`src/rtl/asg_seq_pkg.sv`:
```
// asg_seq_ctrl shared types: FSM encoding, table field selects, blanking length.
// Optional build macro: ASG_SEQ_READBACK_EN (table readback port).
package asg_seq_pkg;

  localparam int BLANK_LEN = 2;

  localparam logic [1:0] FLD_OFS  = 2'd0;
  localparam logic [1:0] FLD_SIZE = 2'd1;
  localparam logic [1:0] FLD_NCYC = 2'd2;
  localparam logic [1:0] FLD_GAP  = 2'd3;

  typedef enum logic [2:0] {
    S_IDLE = 3'd0,
    S_LOAD = 3'd1,
    S_TRIG = 3'd2,
    S_RUN  = 3'd3,
    S_GAP  = 3'd4
  } state_t;

  function automatic logic [31:0] sat_inc(
    input logic [31:0] v
  );
    return (&v) ? v : v + 32'd1;
  endfunction

endpackage

```
`src/rtl/asg_seq_if.sv`:
```
// asg_seq_ctrl bus: config table port, sequence control and channel drive.
// slave = sequencer side, master = host/channel side.
interface asg_seq_if #(
  parameter int RSZ        = 14,
  parameter int NSEG       = 8,
  parameter int CYCLE_BITS = 32,
  parameter int SW         = $clog2(NSEG)
) ();

  logic                  cfg_we_i;
  logic [SW+1:0]         cfg_addr_i;
  logic [31:0]           cfg_wdata_i;
  logic [31:0]           cfg_rdata_o;
  logic [SW-1:0]         seq_last_i;
  logic                  seq_loop_i;
  logic                  start_i;
  logic                  stop_i;
  logic                  trig_done_i;
  logic [RSZ+15:0]       ch_ofs_o;
  logic [RSZ+15:0]       ch_size_o;
  logic [CYCLE_BITS-1:0] ch_ncyc_o;
  logic                  ch_rst_o;
  logic                  ch_trig_o;
  logic                  busy_o;
  logic [SW-1:0]         seg_o;
  logic                  done_o;

  modport slave (
    input  cfg_we_i, cfg_addr_i, cfg_wdata_i,
    input  seq_last_i, seq_loop_i,
    input  start_i, stop_i, trig_done_i,
    output cfg_rdata_o,
    output ch_ofs_o, ch_size_o, ch_ncyc_o,
    output ch_rst_o, ch_trig_o,
    output busy_o, seg_o, done_o
  );

  modport master (
    output cfg_we_i, cfg_addr_i, cfg_wdata_i,
    output seq_last_i, seq_loop_i,
    output start_i, stop_i, trig_done_i,
    input  cfg_rdata_o,
    input  ch_ofs_o, ch_size_o, ch_ncyc_o,
    input  ch_rst_o, ch_trig_o,
    input  busy_o, seg_o, done_o
  );

endinterface

```
`src/rtl/asg_seq_table.sv`:
```
// Segment table: write port, async read for LOAD, optional registered readback.
// Readback present only with ASG_SEQ_READBACK_EN defined.
module asg_seq_table
  import asg_seq_pkg::*;
#(
  parameter int RSZ        = 14,
  parameter int NSEG       = 8,
  parameter int CYCLE_BITS = 32,
  parameter int SW         = $clog2(NSEG)
) (
  input  logic                  i_clk,
  input  logic                  i_rst_n,
  input  logic                  i_we,
  input  logic [SW+1:0]         i_addr,
  input  logic [31:0]           i_wdata,
  input  logic [SW-1:0]         i_rd_idx,
  output logic [RSZ+15:0]       o_ofs,
  output logic [RSZ+15:0]       o_size,
  output logic [CYCLE_BITS-1:0] o_ncyc,
  output logic [31:0]           o_gap,
  output logic [31:0]           o_rdata
);

  logic [RSZ+15:0]       r_ofs  [NSEG];
  logic [RSZ+15:0]       r_size [NSEG];
  logic [CYCLE_BITS-1:0] r_ncyc [NSEG];
  logic [31:0]           r_gap  [NSEG];

  logic [SW-1:0] w_seg;
  logic [1:0]    w_fld;

  assign w_seg = i_addr[SW+1:2];
  assign w_fld = i_addr[1:0];

  always_ff @(posedge i_clk or negedge i_rst_n) begin
    if (!i_rst_n) begin
      for (int i = 0; i < NSEG; i++) begin
        r_ofs[i]  <= '0;
        r_size[i] <= '0;
        r_ncyc[i] <= '0;
        r_gap[i]  <= '0;
      end
    end else if (i_we) begin
      unique case (w_fld)
        FLD_OFS:  r_ofs[w_seg]  <= (RSZ+16)'(i_wdata);
        FLD_SIZE: r_size[w_seg] <= (RSZ+16)'(i_wdata);
        FLD_NCYC: r_ncyc[w_seg] <= CYCLE_BITS'(i_wdata);
        FLD_GAP:  r_gap[w_seg]  <= i_wdata;
      endcase
    end
  end

  assign o_ofs  = r_ofs[i_rd_idx];
  assign o_size = r_size[i_rd_idx];
  assign o_ncyc = r_ncyc[i_rd_idx];
  assign o_gap  = r_gap[i_rd_idx];

`ifdef ASG_SEQ_READBACK_EN
  logic [31:0] r_rdata;
  logic [31:0] w_rb;

  always_comb begin
    w_rb = '0;
    unique case (w_fld)
      FLD_OFS:  w_rb = 32'(r_ofs[w_seg]);
      FLD_SIZE: w_rb = 32'(r_size[w_seg]);
      FLD_NCYC: w_rb = 32'(r_ncyc[w_seg]);
      FLD_GAP:  w_rb = r_gap[w_seg];
    endcase
  end

  always_ff @(posedge i_clk or negedge i_rst_n) begin
    if (!i_rst_n) r_rdata <= '0;
    else          r_rdata <= w_rb;
  end

  assign o_rdata = r_rdata;
`else
  assign o_rdata = '0;
`endif

endmodule

```
`src/rtl/asg_seq_ctrl.sv`:
```
// ASG segment sequencer: FSM, wrap/gap counters, channel output registers.
// Build option ASG_SEQ_READBACK_EN enables table readback on cfg_rdata_o.
module asg_seq_ctrl
  import asg_seq_pkg::*;
#(
  parameter int RSZ        = 14,
  parameter int NSEG       = 8,
  parameter int CYCLE_BITS = 32,
  parameter int SW         = $clog2(NSEG)
) (
  input  logic      dac_clk_i,
  input  logic      dac_rstn_i,
  asg_seq_if.slave  bus
);

  localparam logic [SW-1:0] LAST_MAX = SW'(NSEG - 1);

  state_t r_state, w_state_nxt, w_adv_tgt;

  logic [SW-1:0]         r_seg, w_seg_nxt, w_last;
  logic [31:0]           r_wrap, w_wrap_nxt;
  logic [31:0]           r_gcnt, r_gap;
  logic [1:0]            r_blank;
  logic [RSZ+15:0]       r_ch_ofs, r_ch_size;
  logic [CYCLE_BITS-1:0] r_ch_ncyc;
  logic                  r_rst, r_trig, r_busy, r_done;

  logic                  w_stop, w_count, w_hit;
  logic                  w_gap_end, w_adv, w_more;
  logic                  w_load, w_rst_nxt, w_trig_nxt, w_done_nxt;
  logic [RSZ+15:0]       w_t_ofs, w_t_size;
  logic [CYCLE_BITS-1:0] w_t_ncyc;
  logic [31:0]           w_t_gap;

  asg_seq_table #(
    .RSZ        (RSZ),
    .NSEG       (NSEG),
    .CYCLE_BITS (CYCLE_BITS),
    .SW         (SW)
  ) u_table (
    .i_clk    (dac_clk_i),
    .i_rst_n  (dac_rstn_i),
    .i_we     (bus.cfg_we_i),
    .i_addr   (bus.cfg_addr_i),
    .i_wdata  (bus.cfg_wdata_i),
    .i_rd_idx (w_seg_nxt),
    .o_ofs    (w_t_ofs),
    .o_size   (w_t_size),
    .o_ncyc   (w_t_ncyc),
    .o_gap    (w_t_gap),
    .o_rdata  (bus.cfg_rdata_o)
  );

  always_ff @(posedge dac_clk_i or negedge dac_rstn_i) begin
    if (!dac_rstn_i) r_state <= S_IDLE;
    else             r_state <= w_state_nxt;
  end

  always_comb begin
    w_last = (bus.seq_last_i < LAST_MAX) ?
             bus.seq_last_i : LAST_MAX;
    w_more = r_seg < w_last;
    w_stop = bus.stop_i && (r_state != S_IDLE);
    // trig_done is ignored while the trigger echo is blanked
    w_count = (r_state == S_RUN) &&
              (r_blank == 2'd0) && bus.trig_done_i;
    w_wrap_nxt = w_count ? sat_inc(r_wrap) : r_wrap;
    w_hit = w_count && (r_ch_ncyc != '0) &&
            (w_wrap_nxt == 32'(r_ch_ncyc));
    w_gap_end = (r_state == S_GAP) &&
                (sat_inc(r_gcnt) >= r_gap);
    w_adv = (w_hit && (r_gap == 32'd0)) || w_gap_end;
    w_adv_tgt = (w_more || bus.seq_loop_i) ?
                S_LOAD : S_IDLE;
    w_state_nxt = r_state;
    unique case (r_state)
      S_IDLE: begin
        if (bus.start_i && !bus.stop_i)
          w_state_nxt = S_LOAD;
      end
      S_LOAD: w_state_nxt = S_TRIG;
      S_TRIG: w_state_nxt = S_RUN;
      S_RUN: begin
        if (w_hit)
          w_state_nxt = (r_gap != 32'd0) ?
                        S_GAP : w_adv_tgt;
      end
      S_GAP: begin
        if (w_gap_end) w_state_nxt = w_adv_tgt;
      end
      default: w_state_nxt = S_IDLE;
    endcase
    if (w_stop) w_state_nxt = S_IDLE;
  end

  always_comb begin
    w_load = (w_state_nxt == S_LOAD);
    w_seg_nxt = r_seg;
    unique case (1'b1)
      (r_state == S_IDLE) && w_load:
        w_seg_nxt = '0;
      w_adv && w_load:
        w_seg_nxt = w_more ? r_seg + 1'b1 : '0;
      default: w_seg_nxt = r_seg;
    endcase
    w_done_nxt = w_adv && !w_stop &&
                 (w_state_nxt == S_IDLE);
    w_rst_nxt  = w_load || w_stop || w_done_nxt;
    w_trig_nxt = (w_state_nxt == S_TRIG);
  end

  always_ff @(posedge dac_clk_i or negedge dac_rstn_i) begin
    if (!dac_rstn_i) begin
      r_seg     <= '0;
      r_rst     <= 1'b0;
      r_trig    <= 1'b0;
      r_done    <= 1'b0;
      r_busy    <= 1'b0;
      r_ch_ofs  <= '0;
      r_ch_size <= '0;
      r_ch_ncyc <= '0;
      r_gap     <= '0;
      r_wrap    <= '0;
      r_blank   <= '0;
      r_gcnt    <= '0;
    end else begin
      r_seg  <= w_seg_nxt;
      r_rst  <= w_rst_nxt;
      r_trig <= w_trig_nxt;
      r_done <= w_done_nxt;
      r_busy <= (w_state_nxt != S_IDLE);
      if (w_load) begin
        r_ch_ofs  <= w_t_ofs;
        r_ch_size <= w_t_size;
        r_ch_ncyc <= w_t_ncyc;
        r_gap     <= w_t_gap;
      end
      if (r_state == S_TRIG) begin
        r_wrap  <= '0;
        r_blank <= 2'(BLANK_LEN);
      end else if (r_state == S_RUN) begin
        r_wrap <= w_wrap_nxt;
        if (r_blank != 2'd0) r_blank <= r_blank - 2'd1;
      end
      if (r_state == S_GAP) r_gcnt <= sat_inc(r_gcnt);
      else                  r_gcnt <= '0;
    end
  end

  assign bus.ch_ofs_o  = r_ch_ofs;
  assign bus.ch_size_o = r_ch_size;
  assign bus.ch_ncyc_o = r_ch_ncyc;
  assign bus.ch_rst_o  = r_rst;
  assign bus.ch_trig_o = r_trig;
  assign bus.busy_o    = r_busy;
  assign bus.seg_o     = r_seg;
  assign bus.done_o    = r_done;

endmodule

```
`src/flat_wrapper.sv`:
```
// flat-port wrapper written by rule: the top's interface ports become plain ports
module asg_seq_ctrl_flat import asg_seq_pkg::*;
#(
  parameter int RSZ        = 14,
  parameter int NSEG       = 8,
  parameter int CYCLE_BITS = 32,
  parameter int SW         = $clog2(NSEG)
)
  (dac_clk_i, dac_rstn_i, bus_cfg_we_i, bus_cfg_addr_i, bus_cfg_wdata_i, bus_seq_last_i, bus_seq_loop_i, bus_start_i, bus_stop_i, bus_trig_done_i, bus_cfg_rdata_o, bus_ch_ofs_o, bus_ch_size_o, bus_ch_ncyc_o, bus_ch_rst_o, bus_ch_trig_o, bus_busy_o, bus_seg_o, bus_done_o);
  asg_seq_if #(.RSZ(RSZ), .NSEG(NSEG), .CYCLE_BITS(CYCLE_BITS), .SW(SW)) bus_i ();
  input  logic dac_clk_i;
  input  logic dac_rstn_i;
  input wire logic [$bits(bus_i.cfg_we_i)-1:0] bus_cfg_we_i;
  input wire logic [$bits(bus_i.cfg_addr_i)-1:0] bus_cfg_addr_i;
  input wire logic [$bits(bus_i.cfg_wdata_i)-1:0] bus_cfg_wdata_i;
  input wire logic [$bits(bus_i.seq_last_i)-1:0] bus_seq_last_i;
  input wire logic [$bits(bus_i.seq_loop_i)-1:0] bus_seq_loop_i;
  input wire logic [$bits(bus_i.start_i)-1:0] bus_start_i;
  input wire logic [$bits(bus_i.stop_i)-1:0] bus_stop_i;
  input wire logic [$bits(bus_i.trig_done_i)-1:0] bus_trig_done_i;
  output wire logic [$bits(bus_i.cfg_rdata_o)-1:0] bus_cfg_rdata_o;
  output wire logic [$bits(bus_i.ch_ofs_o)-1:0] bus_ch_ofs_o;
  output wire logic [$bits(bus_i.ch_size_o)-1:0] bus_ch_size_o;
  output wire logic [$bits(bus_i.ch_ncyc_o)-1:0] bus_ch_ncyc_o;
  output wire logic [$bits(bus_i.ch_rst_o)-1:0] bus_ch_rst_o;
  output wire logic [$bits(bus_i.ch_trig_o)-1:0] bus_ch_trig_o;
  output wire logic [$bits(bus_i.busy_o)-1:0] bus_busy_o;
  output wire logic [$bits(bus_i.seg_o)-1:0] bus_seg_o;
  output wire logic [$bits(bus_i.done_o)-1:0] bus_done_o;
  assign bus_i.cfg_we_i = bus_cfg_we_i;
  assign bus_i.cfg_addr_i = bus_cfg_addr_i;
  assign bus_i.cfg_wdata_i = bus_cfg_wdata_i;
  assign bus_i.seq_last_i = bus_seq_last_i;
  assign bus_i.seq_loop_i = bus_seq_loop_i;
  assign bus_i.start_i = bus_start_i;
  assign bus_i.stop_i = bus_stop_i;
  assign bus_i.trig_done_i = bus_trig_done_i;
  assign bus_cfg_rdata_o = bus_i.cfg_rdata_o;
  assign bus_ch_ofs_o = bus_i.ch_ofs_o;
  assign bus_ch_size_o = bus_i.ch_size_o;
  assign bus_ch_ncyc_o = bus_i.ch_ncyc_o;
  assign bus_ch_rst_o = bus_i.ch_rst_o;
  assign bus_ch_trig_o = bus_i.ch_trig_o;
  assign bus_busy_o = bus_i.busy_o;
  assign bus_seg_o = bus_i.seg_o;
  assign bus_done_o = bus_i.done_o;
  asg_seq_ctrl #(.RSZ(RSZ), .NSEG(NSEG), .CYCLE_BITS(CYCLE_BITS), .SW(SW)) u_core (.dac_clk_i(dac_clk_i), .dac_rstn_i(dac_rstn_i), .bus(bus_i));
endmodule
```
`config.mk`:
```
export PLATFORM = sky130hd
export DESIGN_NAME = asg_seq_ctrl_flat
export DESIGN_NICKNAME = d
export VERILOG_FILES = /design/src/rtl/asg_seq_pkg.sv /design/src/rtl/asg_seq_if.sv /design/src/rtl/asg_seq_table.sv /design/src/rtl/asg_seq_ctrl.sv /design/src/flat_wrapper.sv
export SDC_FILE = /design/constraint.sdc
export NUM_CORES = 2
export LEC_CHECK = 0
export CAP_MARGIN = 0
export CORE_MARGIN = 10
export CORE_UTILIZATION = 29
export CTS_BUF_LIST = sky130_fd_sc_hd__clkbuf_4
export CTS_CLUSTER_DIAMETER = 100
export DETAILED_ROUTE_END_ITERATION = 8
export DONT_BUFFER_PORTS = 1
export PLACE_DENSITY_LB_ADDON = 0.05
export SETUP_SLACK_MARGIN = 0.2
export SYNTH_ARGS = -nofsm -noshare
export SYNTH_HDL_FRONTEND = slang
export SYNTH_HIERARCHICAL = 1
export SYNTH_SLANG_ARGS = --single-unit
```
`constraint.sdc`:
```
create_clock -name dac_clk_i -period 8.9 [get_ports dac_clk_i]
set_clock_uncertainty 0.1 [all_clocks]
set_input_delay 0.89 -clock dac_clk_i [delete_from_list [all_inputs] [get_ports dac_clk_i]]
set_output_delay 0.89 -clock dac_clk_i [all_outputs]
set_load 0.02 [all_outputs]
```
==> results.sh <==
export IMPL_fin_nets=4055
export IMPL_p_comb_share_pct=15.8
export IMPL_cts_htree_levels=5
export IMPL_start_kind="register"
export IMPL_worst_setup_path_end_kind="register"
export IMPL_rr_startpoint="u_core/r_gcnt[10]"
export IMPL_antenna_found_initial=11
export IMPL_arrival_ns=8.66
export IMPL_clkPwrFrac_pct=34.4
export IMPL_drt_initial_drc_count=1479
export IMPL_grt_overflow_total=0
export IMPL_die_y_um=456
export IMPL_finalNonFillerCells=6758
export IMPL_hp_class="primary input to register"
export IMPL_p_leak_nw=27.9
export IMPL_drc=0
export IMPL_timing_fmax_ghz=0.131
export IMPL_cts_buffer_depth=4
export IMPL_worst_slew_pin_slew_ns=1.25
export IMPL_worstPathMaxFanout=27
export IMPL_synth_edf_count=0
export IMPL_cts_tree="built"
export IMPL_register_area_um2=29800
export IMPL_initial_core_util_pct=29.1
export IMPL_r2r_cells=26
export IMPL_p_seq_share_pct=49.8
export IMPL_clockRootBuffer="clkbuf_4"
export IMPL_drt_wl_total_mm=173
export IMPL_power_density_nw_per_um2=238
export IMPL_area_growth_pct=15.7
export IMPL_fp_row_count=160
export IMPL_fillers=18576
export IMPL_holdBufCountCts=107
export IMPL_reg2reg_to="u_core/bus.ch_ncyc_o[4]"
export IMPL_dr_pass1_iters=4
export IMPL_core_um2=190000
export IMPL_final_max_slew_viol_count=0
export IMPL_syn_area_um2=55200
export IMPL_timing_final_crit_share_pct=85.7
export IMPL_syn_inst=3721
export IMPL_cp_required_ns=9.94
export IMPL_grtUsageTotal_pct=16.5
export IMPL_vdd_ir_drop_max_v=0.0000933
export IMPL_grt_max_degree=262
export IMPL_clk_latency_ns=1.30
export IMPL_layout_drive_gt1_share_pct=50.0
export IMPL_grt_pass1_wl_mm=258
export IMPL_dieWidth_um=456
export IMPL_multiInputGateArea_um2=24000
export IMPL_switching_share_pct=29.5
export IMPL_r2r_setup_slack_ns=1.28
export IMPL_p_int_w=0.0107
export IMPL_min_period_ns=7.62
export IMPL_detail_route_wl_per_cell_um=25.6
export IMPL_synth_seq_cells=1192
export IMPL_ios=178
export IMPL_vias=33553
export IMPL_cp_startpoint="u_core/r_gcnt[10]"
export IMPL_critPathCapture="u_core/bus.ch_ncyc_o[4]"
export IMPL_hold_violations=0
export IMPL_slew_limit_headroom_pct=17.0
export IMPL_ys_types=69
export IMPL_worstSetupPathType="register to register"
export IMPL_synthArstFlopShare_pct=100
export IMPL_p_sw_w=0.00448
export IMPL_antenna_left=0
export IMPL_outcome="finished clean"
export IMPL_rsz0062_at_grt="no"
export IMPL_dp_hpwl_mm=102
export IMPL_grt_pass1_vias=37680
export IMPL_cts_buffers=370
export IMPL_cts_resized=0
export IMPL_final_cell_mix="dfrtp_1, mux2_2, clkbuf_4"
export IMPL_synth_ff_type="dfrtp_1"
export IMPL_cts_sinks=1192
export IMPL_place_gp_congestion=0.805
export IMPL_synth_area_per_cell_um2=14.8
export IMPL_seq_area_frac_synth_pct=54.0
export IMPL_final_common_cell="dfrtp_1"
export IMPL_cts_setup_buffers=0
export IMPL_ys_warnings_count=6
export IMPL_clk_pin_slew_ns=0.07
export IMPL_die_area_um2=208000
export IMPL_dp_cells=6000
export IMPL_hold_path_depth=3
export IMPL_setup_violations_final=0
export IMPL_fin_setup_tns_ns=0
export IMPL_avgViaCountPerCell=4.96
export IMPL_io_buffers=0
export IMPL_drv_cap=0
[worst max-delay path: stages, from the launching register on]
cell	delay, ns
dfrtp_1	0.43
and4_1	0.26
nand4_1	0.13
nor2_1	0.19
and4_1	0.23
nand2_1	0.07
or4_1	0.54
o21ai_0	0.37
or3_1	0.36
nor3_1	0.10
xor2_1	0.17
ha_1	0.33
nand4_1	0.14
nor2_1	0.16
o311ai_0	0.16
nand4b_1	0.20
a221oi_1	0.11
buf_4	0.18
or4_1	0.49
nand2_1	0.17
nand2_1	0.12
mux2i_4	0.32
mux2_8	0.40
buf_4	0.58
mux4_2	0.59
mux2_2	0.27
mux2_2	0.25
[final cells by class]
class,count,area share [%]
Sequential cell,1192,46.7
Multi-Input combinational cell,2171,37.5
Clock buffer,530,6.22
Tap cell,2511,4.92
Timing Repair Buffer,186,3.65
Clock inverter,110,0.746
Inverter,49,0.288
Antenna cell,9,0.0352
[per-layer routing]
layer / wire length, µm / vias up / track usage [%]
met5: 0 / - / 0
met4: 4770 / 0 / 5.57
met3: 7570 / 348 / 3.65
met2: 86900 / 798 / 28.3
met1: 73900 / 18087 / 20.3
li1: - / 14320 / -
[flip-flops by register name (all words and copies together), names as in the netlist, 2 cells and up]
| name | flops |
|---|---|
| u_core/u_table/r_gap | 256 |
| u_core/u_table/r_ncyc | 256 |
| u_core/u_table/r_ofs | 240 |
| u_core/u_table/r_size | 240 |
| u_core/bus.ch_ncyc_o | 32 |
| u_core/r_gap | 32 |
| u_core/r_gcnt | 32 |
| u_core/r_wrap | 32 |
| u_core/bus.ch_ofs_o | 30 |
| u_core/bus.ch_size_o | 30 |
| u_core/bus.seg_o | 3 |
| u_core/r_state | 3 |
| u_core/r_blank | 2 |
[power by group through the flow]
stage	Sequential [W]	Clock, W	Combinational [W]
global route	0.00772	0.00583	0.00263
CTS	0.00760	0.00552	0.00244
floorplan	0.00722	0	0.00184
detailed placement	0.00769	0	0.00224
global placement	0.00762	0	0.00217
finish	0.00757	0.00524	0.00240
[logic make-up after synthesis]
| kind of cell | Yosys count | synth area share, % |
|---|---|---|
| simple gates | 399 | 3.91 |
| xor+xnor | 85 | 1.35 |
| mux | 1465 | 34.9 |
| other cells | 1 | 0.00679 |
| buf+inv | 389 | 3.21 |
| compound gates | 151 | 1.71 |
| fa+ha+maj | 39 | 0.879 |
| flops | 1192 | 54.0 |
[through the flow]
| stage | hold slack (ns) | power [W] | utilization [%] | area, µm² | setup slack, ns |
|---|---|---|---|---|---|
| 2_1_floorplan | 0.352 | 0.00906 | - | 55300 | 1.86 |
| 3_5_place_dp | 0.371 | 0.00993 | 30.6 | 58000 | 1.36 |
| 3_3_place_gp | 0.362 | 0.00978 | 30.6 | 58000 | 1.31 |
| 6_report | 0.217 | 0.0152 | 33.7 | 63900 | 1.28 |
| 5_1_grt | 0.0914 | 0.0162 | 33.7 | 63900 | 0.637 |
| 4_1_cts | 0.0117 | 0.0156 | 33.6 | 63800 | 1.34 |
[worst min path at each step]
stage                                    from                   endpoint  slack [ns]
floorplan           u_core/u_table/r_gap[112]  u_core/u_table/r_gap[112]        0.35
global placement     u_core/u_table/r_gap[26]   u_core/u_table/r_gap[26]        0.36
detailed placement    u_core/u_table/r_gap[3]    u_core/u_table/r_gap[3]        0.37
CTS                         bus_cfg_addr_i[2]  u_core/u_table/r_gap[253]        0.01
global route                bus_cfg_addr_i[2]  u_core/u_table/r_gap[253]        0.09
finish                      bus_cfg_addr_i[4]  u_core/u_table/r_ofs[184]        0.22
[synthesized netlist by cell type (16+ instances only)]
cell type	count	area share, %
a21oi_1	18	0.16
xor2_1	32	0.51
nand4_1	33	0.37
mux4_2	248	10
buf_2	128	1.2
ha_1	38	0.86
dfrtp_1	1192	54
nor2b_1	41	0.46
nand3_1	33	0.30
mux2_1	42	0.86
nor3_1	18	0.16
inv_1	48	0.33
o21ai_0	68	0.62
and3_1	16	0.18
buf_4	33	0.45
clkbuf_1	167	1.1
nor4_1	24	0.27
nand2_1	103	0.70
mux2_2	1169	24
nor2_1	63	0.43
xnor2_1	53	0.84
No activity file was read; power rests on OpenSTA's default activity.
